==> src/rtl/vga_scanout.sv <==
`default_nettype none
// ============================================================================
// Module   : vga_scanout
// Brief    : 640x480@60 raster timing generator and ADV7123-style DAC driver.
//            Issues fetch coordinates (next_x/next_y), takes the RRRGGGBB
//            colour back LATENCY cycles later and drives 24-bit RGB with
//            hsync/vsync/blank aligned to the pixel data.
// Options  : VGA_TEST_PATTERN_EN - adds pattern_sel; when high an 8-bar
//            test pattern replaces color_in.
// Revision : 1.0 - initial release
// ============================================================================
module vga_scanout #(
   parameter int H_ACTIVE = 640,
   parameter int H_FP     = 16,
   parameter int H_SYNC   = 96,
   parameter int H_BP     = 48,
   parameter int V_ACTIVE = 480,
   parameter int V_FP     = 10,
   parameter int V_SYNC   = 2,
   parameter int V_BP     = 33,
   parameter int LATENCY  = 2
) (
   input  logic       clock,
   input  logic       vga_reset,
   input  logic [7:0] color_in,
`ifdef VGA_TEST_PATTERN_EN
   input  logic       pattern_sel,
`endif
   output logic [9:0] next_x,
   output logic [9:0] next_y,
   output logic       frame_start,
   output logic       hsync,
   output logic       vsync,
   output logic       blank,
   output logic       sync,
   output logic       clk,
   output logic [7:0] red,
   output logic [7:0] green,
   output logic [7:0] blue
);

   localparam int         H_TOTAL    = H_ACTIVE + H_FP + H_SYNC + H_BP;
   localparam int         V_TOTAL    = V_ACTIVE + V_FP + V_SYNC + V_BP;
   localparam logic [9:0] c_h_last   = 10'(H_TOTAL - 1);
   localparam logic [9:0] c_v_last   = 10'(V_TOTAL - 1);
   localparam logic [9:0] c_h_act    = 10'(H_ACTIVE);
   localparam logic [9:0] c_v_act    = 10'(V_ACTIVE);
   localparam logic [9:0] c_hs_start = 10'(H_ACTIVE + H_FP);
   localparam logic [9:0] c_hs_end   = 10'(H_ACTIVE + H_FP + H_SYNC);
   localparam logic [9:0] c_vs_start = 10'(V_ACTIVE + V_FP);
   localparam logic [9:0] c_vs_end   = 10'(V_ACTIVE + V_FP + V_SYNC);

   logic [9:0] h_cnt_q, h_cnt_d;
   logic [9:0] v_cnt_q, v_cnt_d;
   logic       w_raw_act, w_raw_hs_n, w_raw_vs_n;
   logic       w_dly_act, w_dly_hs_n, w_dly_vs_n;
   logic [7:0] w_pix;
   logic       hsync_q, hsync_d, vsync_q, vsync_d, blank_q, blank_d;
   logic [7:0] red_q, red_d, green_q, green_d, blue_q, blue_d;
`ifdef VGA_TEST_PATTERN_EN
   logic [9:0] w_dly_x;
   logic [2:0] w_bar;
`endif

   // Fetch counter advance: h wraps every line, v steps on each h wrap
   always_comb begin
      h_cnt_d = h_cnt_q + 10'd1;
      v_cnt_d = v_cnt_q;
      if (h_cnt_q == c_h_last) begin
         h_cnt_d = '0;
         v_cnt_d = (v_cnt_q == c_v_last) ? '0 : v_cnt_q + 10'd1;
      end
   end

   // Fetch counter registers; reset restarts the raster at (0,0)
   always_ff @(posedge clock) begin
      if (!vga_reset) begin
         h_cnt_q <= '0;
         v_cnt_q <= '0;
      end else begin
         h_cnt_q <= h_cnt_d;
         v_cnt_q <= v_cnt_d;
      end
   end

   // Raw timing decoded from the fetch position
   always_comb begin
      w_raw_act  = (h_cnt_q < c_h_act) && (v_cnt_q < c_v_act);
      w_raw_hs_n = !((h_cnt_q >= c_hs_start) && (h_cnt_q < c_hs_end));
      w_raw_vs_n = !((v_cnt_q >= c_vs_start) && (v_cnt_q < c_vs_end));
   end

   // The output register is the last of the LATENCY delay stages, so only
   // LATENCY-1 pipeline stages sit in front of it.
   generate
      if (LATENCY == 1) begin : g_direct
         assign w_dly_act  = w_raw_act;
         assign w_dly_hs_n = w_raw_hs_n;
         assign w_dly_vs_n = w_raw_vs_n;
`ifdef VGA_TEST_PATTERN_EN
         assign w_dly_x    = h_cnt_q;
`endif
      end else begin : g_pipe
         localparam int c_depth = LATENCY - 1;
         logic [c_depth-1:0] act_pipe_q, act_pipe_d;
         logic [c_depth-1:0] hs_pipe_q, hs_pipe_d;
         logic [c_depth-1:0] vs_pipe_q, vs_pipe_d;
`ifdef VGA_TEST_PATTERN_EN
         logic [9:0]         x_pipe_q [c_depth];
         logic [9:0]         x_pipe_d [c_depth];
`endif

         // Shift raw timing (and x) one stage per clock
         always_comb begin
            act_pipe_d    = act_pipe_q;
            hs_pipe_d     = hs_pipe_q;
            vs_pipe_d     = vs_pipe_q;
            act_pipe_d[0] = w_raw_act;
            hs_pipe_d[0]  = w_raw_hs_n;
            vs_pipe_d[0]  = w_raw_vs_n;
            for (int i = 1; i < c_depth; i++) begin
               act_pipe_d[i] = act_pipe_q[i-1];
               hs_pipe_d[i]  = hs_pipe_q[i-1];
               vs_pipe_d[i]  = vs_pipe_q[i-1];
            end
`ifdef VGA_TEST_PATTERN_EN
            x_pipe_d[0] = h_cnt_q;
            for (int i = 1; i < c_depth; i++) begin
               x_pipe_d[i] = x_pipe_q[i-1];
            end
`endif
         end

         // Pipeline registers; cleared to blanked, sync-idle on reset
         always_ff @(posedge clock) begin
            if (!vga_reset) begin
               act_pipe_q <= '0;
               hs_pipe_q  <= '1;
               vs_pipe_q  <= '1;
`ifdef VGA_TEST_PATTERN_EN
               for (int i = 0; i < c_depth; i++) x_pipe_q[i] <= '0;
`endif
            end else begin
               act_pipe_q <= act_pipe_d;
               hs_pipe_q  <= hs_pipe_d;
               vs_pipe_q  <= vs_pipe_d;
`ifdef VGA_TEST_PATTERN_EN
               for (int i = 0; i < c_depth; i++) x_pipe_q[i] <= x_pipe_d[i];
`endif
            end
         end

         assign w_dly_act  = act_pipe_q[c_depth-1];
         assign w_dly_hs_n = hs_pipe_q[c_depth-1];
         assign w_dly_vs_n = vs_pipe_q[c_depth-1];
`ifdef VGA_TEST_PATTERN_EN
         assign w_dly_x    = x_pipe_q[c_depth-1];
`endif
      end
   endgenerate

`ifdef VGA_TEST_PATTERN_EN
   assign w_bar = 3'(w_dly_x / 10'd80);
`endif

   // Colour source select, bit-replication expansion and blanking
   always_comb begin
      w_pix = color_in;
`ifdef VGA_TEST_PATTERN_EN
      if (pattern_sel) begin
         w_pix = {{3{w_bar[2]}}, {3{w_bar[1]}}, {2{w_bar[0]}}};
      end
`endif
      hsync_d = w_dly_hs_n;
      vsync_d = w_dly_vs_n;
      blank_d = w_dly_act;
      red_d   = '0;
      green_d = '0;
      blue_d  = '0;
      if (w_dly_act) begin
         red_d   = {w_pix[7:5], w_pix[7:5], w_pix[7:6]};
         green_d = {w_pix[4:2], w_pix[4:2], w_pix[4:3]};
         blue_d  = {4{w_pix[1:0]}};
      end
   end

   // DAC output registers
   always_ff @(posedge clock) begin
      if (!vga_reset) begin
         hsync_q <= 1'b1;
         vsync_q <= 1'b1;
         blank_q <= 1'b0;
         red_q   <= '0;
         green_q <= '0;
         blue_q  <= '0;
      end else begin
         hsync_q <= hsync_d;
         vsync_q <= vsync_d;
         blank_q <= blank_d;
         red_q   <= red_d;
         green_q <= green_d;
         blue_q  <= blue_d;
      end
   end

   assign next_x      = h_cnt_q;
   assign next_y      = v_cnt_q;
   assign frame_start = (h_cnt_q == 10'd0) && (v_cnt_q == 10'd0);
   assign hsync       = hsync_q;
   assign vsync       = vsync_q;
   assign blank       = blank_q;
   assign red         = red_q;
   assign green       = green_q;
   assign blue        = blue_q;
   assign sync        = 1'b0;
   assign clk         = clock;

endmodule

`default_nettype wire

==> config.mk <==
export PLATFORM = sky130hd
export DESIGN_NAME = vga_scanout
export DESIGN_NICKNAME = d
export VERILOG_FILES = /design/src/rtl/vga_scanout.sv
export SDC_FILE = /design/constraint.sdc
export NUM_CORES = 1
export LEC_CHECK = 0
export ABC_AREA = 1
export CAP_MARGIN = 10
export CORE_MARGIN = 3
export CORE_UTILIZATION = 40
export DETAILED_ROUTE_END_ITERATION = 12
export PLACE_DENSITY = 0.75
export SETUP_SLACK_MARGIN = 0.2
export SYNTH_ARGS = -nofsm -noshare
export SYNTH_HDL_FRONTEND = slang
export SYNTH_SLANG_ARGS = --single-unit
==> constraint.sdc <==
create_clock -name clock -period 1.4 [get_ports clock]
set_input_delay 0.21 -clock clock [delete_from_list [all_inputs] [get_ports clock]]
set_output_delay 0.21 -clock clock [all_outputs]
set_load 0.005 [all_outputs]
Word level (Yosys, flattened, before mapping)
Cells that the tools add are included.
W data, S select, Z words.
Cells by class
  $add $sub $neg: 2
  shift-type cells: 0
  equality and inequality tests: 2
  multipliers: 0
  order comparisons: 6
  mux-type cells: 1
  divide/modulo/power cells: 0
  bitwise logic cells: 1
  reduce and logical (&&, ||, !) cells: 10
Operators by type and width (count)
  $add A10 B1 Y10 const B: 2
  $eq A10 B10 Y1 const B: 2
  $logic_not A10 Y1: 2
  $lt A10 B10 Y1 const B: 2
  $lt A10 B9 Y1 const B: 2
  $ge A10 B10 Y1 const B: 1
  $ge A10 B9 Y1 const B: 1
  $mux W10: 1
  $logic_and A1 B1 Y1: 4
  $logic_not A1 Y1: 2
  $reduce_and A2 Y1: 1
  $reduce_or A2 Y1: 1
  $not A1 Y1: 1
Word-level totals
  memories: 0
  memory bits (read-only): 0
  word-level logic and storage cells: 33
  latch bits: 0
  bits in registers: 50
  output and inout bits: 50
  RAM bits: 0

Longest topological paths before layout
  word-level depth: 3
  depth in mapped cells: 10
  gate-level depth less buffers: 9

==> flow_metrics.env <==
export IMPL_status="finished with violations"
export IMPL_violations="setup timing"
export IMPL_drt_vias_per_instance=5.093
export IMPL_seq_area_frac_synth_pct=39.68
export IMPL_hold_start="color_in[0]"
export IMPL_dp_cells=367
export IMPL_drt_initial_drc_count=162
export IMPL_min_path_cells=3
export IMPL_vias=2073
export IMPL_antenna_found_initial=0
export IMPL_power_density_mw_per_mm2=803.6
export IMPL_preCtsSetupSlack_ns=-0.2621
export IMPL_ios=60
export IMPL_insertedDiodeCount=0
export IMPL_finalCritPeriodShare_pct=118.8
export IMPL_nets=370
export IMPL_routedWlPerCell_um=15.30
export IMPL_fin_ws_ns=-0.2629
export IMPL_finalSetupTns_ns=-2.273
export IMPL_hold_end="blue[6]"
export IMPL_syn_cell_area_mm2=0.001715
export IMPL_cap_violations=0
export IMPL_start_kind="flop"
export IMPL_drt_pass1_iterations=4
export IMPL_final_cell_count_no_fill=407
export IMPL_die_h_um=71.49
export IMPL_initial_utilization_pct=42.28
export IMPL_clk_latency_ns=0.41
export IMPL_end_kind="primary output"
export IMPL_placeableCoreArea_mm2=0.004058
export IMPL_ys_ff_latch=34
export IMPL_fin_crit_ns=1.663
export IMPL_grt_overflow_total=0
export IMPL_totalPowerFinal_mw=2.662
export IMPL_hp_class="in -> reg"
export IMPL_p_leak_nw=1.518
export IMPL_cts_tree="done"
export IMPL_slowest_delay_ns=0.33
export IMPL_skew_ns=0.006310
export IMPL_final_util_pct=81.65
export IMPL_crit_arrival_ns=1.45
export IMPL_grt_use_total_pct=22.33
export IMPL_hold_viol_final=0
export IMPL_worstPathMaxFanout=2
export IMPL_rsz0062_at_grt="yes"
export IMPL_area_growth_pct=93.14
export IMPL_ir_drop_mv=1.040
export IMPL_syn_area_per_cell_um2=7.177
export IMPL_ff2ff_path_depth=10
export IMPL_syn_inst=239
export IMPL_path_class="reg -> out"
export IMPL_crit_slowest_cell="dfxtp_2"
export IMPL_synthFlopType="dfxtp_1"
export IMPL_async_flop_share_pct=0
export IMPL_r2r_end="next_y[7]"
export IMPL_synth_cell_types=29
export IMPL_grt_start_max_net_pins=13
export IMPL_reg2reg_slack_ns=-0.25
export IMPL_path_cells="nor2_1 > nand4_1 > nor4_1 > buf_2"
export IMPL_drive_gt1_share_pct=57.14
export IMPL_drtAntennaViolNets=0
export IMPL_r2r_start="next_x[0]"
export IMPL_crit_required_ns=1.19
export IMPL_synth_edf_count=0
export IMPL_gp_congestion=0.9144
export IMPL_cts_hold_fix_buffers=0
export IMPL_die_area_mm2=0.005110
export IMPL_path_clk_slew_ns=0.08
export IMPL_syn_nets=253
export IMPL_dp_hpwl_um=3328
export IMPL_maxSlewViolCount=0
export IMPL_grt_pass1_vias=1902
export IMPL_portBuffers=58
export IMPL_drt_total_wl_um=6229
export IMPL_max_freq_mhz=601.4
export IMPL_die_x_um=71.49
export IMPL_finalSetupViolCount=22
export IMPL_drcViolationCount=0
export IMPL_ys_warn_count=0
export IMPL_grt_pass1_wl_um=8666
export IMPL_rows=23
stage by stage:
stage | hold WS [ns] | area (um2)
4_1_cts | 0.3079 | 2915
2_1_floorplan | 0.2908 | 1745
3_3_place_gp | 0.3981 | 2547
5_1_grt | 0.3118 | 3313
3_5_place_dp | 0.3986 | 2547
6_report | 0.3033 | 3313
worst max-delay path by stage:
stage / start / end / slack [ns] / depth (start not counted)
after floorplan: next_x[0] / next_y[4] / 0.17 / 9
after global placement: next_x[1] / frame_start / -0.28 / 5
after detailed placement: next_x[1] / frame_start / -0.26 / 5
after CTS: next_x[0] / frame_start / -0.23 / 5
after global routing: next_x[1] / frame_start / -0.32 / 5
final: next_x[6] / frame_start / -0.26 / 4
cell families after synthesis:
group | count (synthesis) | synth area share, %
fa+ha+maj | 4 | 2.918
buf+inv | 58 | 17.51
flops | 34 | 39.68
other cells | 1 | 0.2186
xor+xnor | 1 | 0.5107
simple gates | 130 | 35.23
compound gates | 11 | 3.939
cell usage in the layout (no fill, tap or decap), types with 2 or more instances in the layout:
cell type,n
a21oi_2,5
buf_2,5
buf_4,30
buf_6,65
buf_8,2
clkbuf_16,2
clkbuf_2,4
clkbuf_8,7
clkdlybuf4s15_1,9
clkdlybuf4s50_1,9
dfxtp_1,6
dfxtp_2,26
dfxtp_4,2
dlygate4sd2_1,3
ha_4,4
inv_1,26
inv_2,9
inv_4,2
nand2_1,40
nand2_2,6
nand2_4,6
nand3_1,12
nand3_2,5
nand4_1,7
nor2_1,27
nor2_2,7
nor2_4,5
nor3_1,5
nor3b_2,2
o21ai_2,2
or2_1,2
what timing repair did:
item | CTS | global route
gates cloned | 0 | 1
pin swaps | 7 | 26
gates resized for setup | 219 | 93
hold endpoints to repair | 0 | 0
endpoints found under the setup margin | 69 | 67
buffers inserted | 21 | 7
per-layer routing:
| metal | share of wire, % | GRT usage [%] | up-vias |
|---|---|---|---|
| li1 | - | - | 959 |
| met1 | 35 | 23.46 | 984 |
| met2 | 53 | 39.49 | 99 |
| met3 | 7.3 | 5.891 | 31 |
| met4 | 4.6 | 13.57 | 0 |
| met5 | 0 | 0 | - |
registers in the layout, indices dropped and copies added, names as in the netlist:
register	flops
hsync	1
next_y	10
g_pipe.vs_pipe_q	1
next_x	10
blank_d	1
green	3
g_pipe.hs_pipe_q	1
blank	1
blue	2
vsync	1
red	3
cell usage after synthesis (2+ instances only):
cell / count / area [um2]
buf_6: 2 / 22.52
nand3_1: 18 / 90.09
nor3_1: 6 / 30.03
ha_1: 4 / 50.05
nor2_2: 4 / 25.02
o21ai_1: 2 / 10.01
inv_1: 34 / 127.6
nand2_2: 3 / 18.77
buf_4: 18 / 135.1
dfxtp_1: 34 / 680.7
nor4_1: 2 / 12.51
or2_1: 2 / 12.51
nor2_1: 34 / 127.6
inv_2: 3 / 11.26
nand2_4: 2 / 22.52
nand4_1: 7 / 43.79
a21oi_1: 6 / 30.03
nand2_1: 47 / 176.4
cell type report:
type                    count  area (um2)
fillers                   256       744.5
repair buffers            127        1254
inverters                  37       143.9
clock inverters             2       38.79
clock buffers              10       151.4
multi-input cells         147       942.2
flip-flops and latches     34       720.7
well taps                  50       62.56
power breakdown:
part	switching [mW]	leakage, nW	internal, mW
Sequential	0.0141	0.290	0.988
Combinational	0.111	1.13	0.161
Clock	0.475	0.0957	0.913
worst max-delay path: cells and delay by family, from the launching register on:
kind,cells,cell delay (ns)
and+or+nand+nor,3,0.55
buffers and inverters,1,0.16
DFF,1,0.33
No activity file was read; power rests on OpenSTA's default activity.
